==> config.mk <==
export PLATFORM = sky130hd
export DESIGN_NAME = dma_copy_engine_flat
export DESIGN_NICKNAME = d
export VERILOG_FILES = /design/src/rtl/dma_copy_engine_if.sv /design/src/rtl/dma_copy_engine.sv /design/src/flat_wrapper.sv
export SDC_FILE = /design/constraint.sdc
export NUM_CORES = 1
export LEC_CHECK = 0
export ABC_AREA = 1
export CORE_AREA = 4 4 124 79
export DETAILED_ROUTE_END_ITERATION = 8
export DIE_AREA = 0 0 128 83
export GPL_ROUTABILITY_DRIVEN = 0
export PLACE_DENSITY_LB_ADDON = 0.2
export SETUP_SLACK_MARGIN = 0.02
export SYNTH_ARGS = -nofsm -noshare
export SYNTH_HDL_FRONTEND = slang
export SYNTH_SLANG_ARGS = --single-unit
==> constraint.sdc <==
create_clock -name clk -period 3.85 [get_ports clk]
set_input_delay 0.77 -clock clk [delete_from_list [all_inputs] [get_ports clk]]
set_output_delay 0.77 -clock clk [all_outputs]
set_load 0.02 [all_outputs]
==> src/rtl/dma_copy_engine_if.sv <==
// Byte-wide MiniRISC data-bus port, shared by the CPU-facing register window and
// the DMA master port of dma_copy_engine.
//   mst2slv_addr/wr/rd/data : master -> slave address, strobes and write data
//   slv2mst_data            : slave -> master read data (OR-bus, 0 when idle)
//   bus_req / bus_grant     : arbitration handshake (master side only)
interface dma_copy_engine_if;
    logic [7:0] mst2slv_addr;
    logic       mst2slv_wr;
    logic       mst2slv_rd;
    logic [7:0] mst2slv_data;
    logic [7:0] slv2mst_data;
    logic       bus_req;
    logic       bus_grant;

    modport master (
        output mst2slv_addr, mst2slv_wr, mst2slv_rd, mst2slv_data, bus_req,
        input  slv2mst_data, bus_grant
    );

    modport slave (
        input  mst2slv_addr, mst2slv_wr, mst2slv_rd, mst2slv_data,
        output slv2mst_data
    );
endinterface

==> src/rtl/dma_copy_engine.sv <==
// Memory-to-memory byte copy engine. Programmed by the CPU through a 4-byte register
// window (SRC, DST, LEN, CTRL) and copies LEN bytes from SRC to DST as bus master,
// one byte per two granted cycles, in ascending address order.
//   clk, rst : system clock, synchronous active-high reset
//   s        : slave port (register window), combinational reads, writes at posedge
//   m        : master port (req/grant plus bus), outputs gated by grant
//   irq      : level interrupt, DONE & IEN (registered)
module dma_copy_engine #(
    parameter logic [7:0] BASE_ADDR = 8'h80
) (
    input  logic              clk,
    input  logic              rst,
    dma_copy_engine_if.slave  s,
    dma_copy_engine_if.master m,
    output logic              irq
);
    typedef enum logic [1:0] {StIdle, StRead, StWrite} state_e;

    state_e     state_q;
    logic [7:0] src_q, dst_q, len_q, buf_q;
    logic       done_q, done_d;
    logic       ien_q, ien_d;
    logic       irq_q;

    logic busy, sel, start;
    logic wr_src, wr_dst, wr_len, wr_ctrl;

    assign busy = (state_q != StIdle);
    // The window is never decoded while our own master cycle owns the bus.
    assign sel     = (s.mst2slv_addr[7:2] == BASE_ADDR[7:2]) && !m.bus_grant;
    assign wr_src  = sel && s.mst2slv_wr && (s.mst2slv_addr[1:0] == 2'd0);
    assign wr_dst  = sel && s.mst2slv_wr && (s.mst2slv_addr[1:0] == 2'd1);
    assign wr_len  = sel && s.mst2slv_wr && (s.mst2slv_addr[1:0] == 2'd2);
    assign wr_ctrl = sel && s.mst2slv_wr && (s.mst2slv_addr[1:0] == 2'd3);
    assign start   = wr_ctrl && s.mst2slv_data[0];

    // DONE/IEN next values feed both their registers and irq, so irq tracks them
    // in the very cycle they change. Completion is applied last so it beats a clear.
    always_comb begin
        ien_d  = wr_ctrl ? s.mst2slv_data[1] : ien_q;
        done_d = done_q;
        if (wr_ctrl && s.mst2slv_data[6]) begin
            done_d = 1'b0;
        end
        if ((state_q == StIdle) && start) begin
            done_d = (len_q == 8'd0);
        end
        if ((state_q == StWrite) && m.bus_grant && (len_q == 8'd1)) begin
            done_d = 1'b1;
        end
    end

    always_ff @(posedge clk) begin
        if (rst) begin
            state_q <= StIdle;
            src_q   <= 8'h00;
            dst_q   <= 8'h00;
            len_q   <= 8'h00;
            buf_q   <= 8'h00;
            done_q  <= 1'b0;
            ien_q   <= 1'b0;
            irq_q   <= 1'b0;
        end else begin
            done_q <= done_d;
            ien_q  <= ien_d;
            irq_q  <= done_d & ien_d;
            unique case (state_q)
                StIdle: begin
                    if (wr_src) src_q <= s.mst2slv_data;
                    if (wr_dst) dst_q <= s.mst2slv_data;
                    if (wr_len) len_q <= s.mst2slv_data;
                    if (start && (len_q != 8'd0)) state_q <= StRead;
                end
                StRead: begin
                    if (m.bus_grant) begin
                        buf_q   <= m.slv2mst_data;
                        src_q   <= src_q + 8'd1;
                        state_q <= StWrite;
                    end
                end
                StWrite: begin
                    if (m.bus_grant) begin
                        dst_q   <= dst_q + 8'd1;
                        len_q   <= len_q - 8'd1;
                        state_q <= (len_q == 8'd1) ? StIdle : StRead;
                    end
                end
                default: state_q <= StIdle;
            endcase
        end
    end

    always_comb begin
        m.bus_req      = busy;
        m.mst2slv_addr = 8'h00;
        m.mst2slv_rd   = 1'b0;
        m.mst2slv_wr   = 1'b0;
        m.mst2slv_data = 8'h00;
        if (m.bus_grant) begin
            if (state_q == StRead) begin
                m.mst2slv_addr = src_q;
                m.mst2slv_rd   = 1'b1;
            end else if (state_q == StWrite) begin
                m.mst2slv_addr = dst_q;
                m.mst2slv_wr   = 1'b1;
                m.mst2slv_data = buf_q;
            end
        end
    end

    always_comb begin
        s.slv2mst_data = 8'h00;
        if (sel && s.mst2slv_rd) begin
            unique case (s.mst2slv_addr[1:0])
                2'd0: s.slv2mst_data = src_q;
                2'd1: s.slv2mst_data = dst_q;
                2'd2: s.slv2mst_data = len_q;
                2'd3: s.slv2mst_data = {busy, done_q, 4'b0000, ien_q, 1'b0};
                default: s.slv2mst_data = 8'h00;
            endcase
        end
    end

    assign irq = irq_q;
endmodule
==> src/flat_wrapper.sv <==
// flat-port wrapper written by rule: the top's interface ports become plain ports
module dma_copy_engine_flat 
#(
    parameter logic [7:0] BASE_ADDR = 8'h80
)
  (clk, rst, irq, s_mst2slv_addr, s_mst2slv_wr, s_mst2slv_rd, s_mst2slv_data, s_slv2mst_data, m_mst2slv_addr, m_mst2slv_wr, m_mst2slv_rd, m_mst2slv_data, m_bus_req, m_slv2mst_data, m_bus_grant);
  dma_copy_engine_if s_i ();
  dma_copy_engine_if m_i ();
  input  logic clk;
  input  logic rst;
  output logic irq;
  input wire logic [$bits(s_i.mst2slv_addr)-1:0] s_mst2slv_addr;
  input wire logic [$bits(s_i.mst2slv_wr)-1:0] s_mst2slv_wr;
  input wire logic [$bits(s_i.mst2slv_rd)-1:0] s_mst2slv_rd;
  input wire logic [$bits(s_i.mst2slv_data)-1:0] s_mst2slv_data;
  output wire logic [$bits(s_i.slv2mst_data)-1:0] s_slv2mst_data;
  output wire logic [$bits(m_i.mst2slv_addr)-1:0] m_mst2slv_addr;
  output wire logic [$bits(m_i.mst2slv_wr)-1:0] m_mst2slv_wr;
  output wire logic [$bits(m_i.mst2slv_rd)-1:0] m_mst2slv_rd;
  output wire logic [$bits(m_i.mst2slv_data)-1:0] m_mst2slv_data;
  output wire logic [$bits(m_i.bus_req)-1:0] m_bus_req;
  input wire logic [$bits(m_i.slv2mst_data)-1:0] m_slv2mst_data;
  input wire logic [$bits(m_i.bus_grant)-1:0] m_bus_grant;
  assign s_i.mst2slv_addr = s_mst2slv_addr;
  assign s_i.mst2slv_wr = s_mst2slv_wr;
  assign s_i.mst2slv_rd = s_mst2slv_rd;
  assign s_i.mst2slv_data = s_mst2slv_data;
  assign s_slv2mst_data = s_i.slv2mst_data;
  assign m_mst2slv_addr = m_i.mst2slv_addr;
  assign m_mst2slv_wr = m_i.mst2slv_wr;
  assign m_mst2slv_rd = m_i.mst2slv_rd;
  assign m_mst2slv_data = m_i.mst2slv_data;
  assign m_bus_req = m_i.bus_req;
  assign m_i.slv2mst_data = m_slv2mst_data;
  assign m_i.bus_grant = m_bus_grant;
  dma_copy_engine #(.BASE_ADDR(BASE_ADDR)) u_core (.clk(clk), .rst(rst), .s(s_i), .m(m_i), .irq(irq));
endmodule
==> results.sh <==
export IMPL_vias_per_cell=4.97
export IMPL_worst_slew_pin_slew_ps=619
export IMPL_crit_required_ps=3080
export IMPL_grt_overflow=0
export IMPL_cp_start_kind="input pin"
export IMPL_synth_seq_cells=37
export IMPL_drc=0
export IMPL_place_ws_ps=138
export IMPL_rows=27
export IMPL_clkSinkCount=37
export IMPL_p_leak_uw=0.00133
export IMPL_portBuffers=56
export IMPL_grt_pass1_wl_um=14000
export IMPL_synth_enable_flop_cells=0
export IMPL_grt_usage_pct=16.6
export IMPL_peakVddDrop_uv=121
export IMPL_post_route_util_pct=38.5
export IMPL_finalHoldViolations=0
export IMPL_dieHeight_um=83
export IMPL_cp_max_fo=8
export IMPL_post_place_cells=560
export IMPL_hold_class="register to register"
export IMPL_crit_buf_inv=3
export IMPL_setup_viol=0
export IMPL_cts_repair_resized=0
export IMPL_hold_ws_ps=452
export IMPL_cts_buffer_depth=2
export IMPL_cp_top_family="buffers and inverters"
export IMPL_cts_hold_buffers_added=0
export IMPL_holdPathEnd="u_core.buf_q[4]$_SDFFE_PP0P_"
export IMPL_period_share_pct=96.3
export IMPL_grt_use_met1_pct=25.6
export IMPL_run_status="complete, no violations"
export IMPL_pwr_share_clk_pct=53.6
export IMPL_crit_top_cell="clkdlybuf4s50_1"
export IMPL_vias=2824
export IMPL_rsz0062_at_grt="no"
export IMPL_fin_setup_tns_ps=0
export IMPL_p_per_area_nw_per_um2=296
export IMPL_wire_per_inst_um=15.5
export IMPL_final_antenna_net_count=0
export IMPL_grt_use_met3_pct=4.88
export IMPL_criticalPathCategory="input pin to output pin"
export IMPL_syn_avg_cell_area_sq_um=6.40
export IMPL_min_from="u_core.buf_q[4]$_SDFFE_PP0P_"
export IMPL_first_pass_iters=5
export IMPL_rrSetupSlack_ps=1990
export IMPL_p_switching_uw=211
export IMPL_io_pins=57
export IMPL_die_w_um=128
export IMPL_slowest_delay_ps=690
export IMPL_busiest_layer="met1"
export IMPL_maxCapViolations=0
export IMPL_fin_crit_ps=3710
export IMPL_synth_cell_types=39
export IMPL_path_clk_slew_ps=60
export IMPL_final_cell_mix="nor2_1 (73), nand2_1 (70), clkdlybuf4s50_1 (56)"
export IMPL_cts_buffers=5
export IMPL_final_common_cell="nor2_1"
export IMPL_synth_cells=395
export IMPL_hold_depth=2
export IMPL_cts_root_buf="clkbuf_16"
export IMPL_tritoncts="done"
export IMPL_comb_power_share_pct=8.1
export IMPL_initial_core_util_pct=28.8
export IMPL_cts_setup_buffers=0
export IMPL_end_kind="output pin"
export IMPL_first_global_vias=2663
export IMPL_fin_cells=568
export IMPL_wl_um=8790
export IMPL_drt_iter0_drc=310
export IMPL_post_dp_hpwl_um=6840
export IMPL_die_area_sq_um=10600
export IMPL_htreeDepth=2
export IMPL_seq_area_frac_synth_pct=29.3
export IMPL_layout_setup_ws_ps=142
export IMPL_core_sq_um=8780
export IMPL_antenna_found_initial=0
export IMPL_intPower_uw=792
export IMPL_r2r_end="u_core.src_q[6]$_SDFFE_PP0P_"
export IMPL_clk_latency_ps=290
export IMPL_ys_warnings_count=0
export IMPL_async_flop_share_pct=0
export IMPL_p_seq_share_pct=38.3
export IMPL_drive_gt1_share_pct=9.51
export IMPL_syn_to_final_growth_pct=33.7
export IMPL_slew_viol_final=0
export IMPL_n_antenna_cell=0
export IMPL_finalClockSkew_ps=3.01
export IMPL_fmax_ghz=0.270
export IMPL_swShare_pct=21.0
export IMPL_synth_flop_cell="dfxtp_1"
export IMPL_nets=485
export IMPL_reg2reg_from="u_core.state_q[0]$_SDFFE_PP0P_"
export IMPL_arrival_ps=2940
export IMPL_syn_area_sq_um=2530
export IMPL_maxSlewHeadroom_pct=58.7
export IMPL_grt_max_degree=25
export IMPL_reg2regPathDepth=9
export IMPL_use_met2_pct=21.4
export IMPL_cpMaxStageDelayCell="clkdlybuf4s50_1"
export IMPL_critical_path_cell_chain="clkdlybuf4s50_1 -> inv_4 -> nand3_4 -> nor2_4 -> nand2_1 -> a221oi_1 -> clkdlybuf4s50_1"
export IMPL_synth_nets=429
==> worst max path at each step <==
stage                 from           endpoint  slack, ps  depth (start not counted)
6_report       m_bus_grant  s_slv2mst_data[5]        140                          7
2_1_floorplan  m_bus_grant  s_slv2mst_data[2]       1220                          5
4_1_cts        m_bus_grant  s_slv2mst_data[4]        120                          7
3_3_place_gp   m_bus_grant  s_slv2mst_data[3]        150                          7
5_1_grt        m_bus_grant  s_slv2mst_data[4]         50                          7
3_5_place_dp   m_bus_grant  s_slv2mst_data[4]        140                          7
==> cells in the mapped netlist, types with 5 or more instances <==
cell type,number,area (sq um)
a221oi_1,5,43.8
a21oi_1,23,115
buf_2,6,30.0
o21ai_0,27,135
nand2_1,70,263
ha_1,5,62.6
nor2_1,73,274
dfxtp_1,37,741
nand3_1,19,95.1
nand4_1,7,43.8
o21ai_1,13,65.1
o22ai_1,7,43.8
inv_2,7,26.3
inv_1,46,173
==> layer usage <==
metal	vias up	routed length, um
li1	1412	-
met1	1270	4450
met2	123	3310
met3	19	825
met4	0	203
met5	-	0
==> power groups by stage <==
stage               Combinational (uW)  Sequential, uW  Clock [uW]
floorplan                         33.6             392           0
global placement                  81.3             392           0
detailed placement                80.8             392           0
CTS                               81.1             384         547
global route                      89.4             383         560
finish                            81.5             384         537
==> layout make-up <==
class	instances	area (sq um)
fill	964	5400
multi-input combinational	290	1500
sequential	37	741
timing repair buffer	60	591
inverter	57	220
tap	116	145
clock buffer	5	125
clock inverter	3	65.1
==> flip-flops by register name (all words and copies together), names as in the netlist <==
name	count
u_core.ien_q	1
u_core.dst_q	8
u_core.buf_q	8
u_core.len_q	8
u_core.done_q	1
u_core.state_q	2
u_core.irq	1
u_core.src_q	8
==> kinds of logic after synthesis <==
group / synth area share (%)
fa+ha+maj: 2.47
compound gates: 20.5
xor+xnor: 1.38
flops: 29.3
buf+inv: 11.6
simple gates: 34.8
==> worst reg2reg max path, cell delays in order, from the launching register on <==
cell and delay [ps]:
dfxtp_1 380, inv_2 80, nor2_4 330, inv_4 110, nor2_8 120, inv_2 180, nand2_2 290, nand2_1 90
a21oi_1 130, nor2_1 50
==> metrics by stage <==
step	cell area (sq um)	total power, uW
2_1_floorplan	2530	425
3_3_place_gp	3190	473
3_5_place_dp	3190	473
4_1_cts	3380	1010
5_1_grt	3380	1030
6_report	3380	1000
Note: power is estimated with default switching activity, not from simulation.
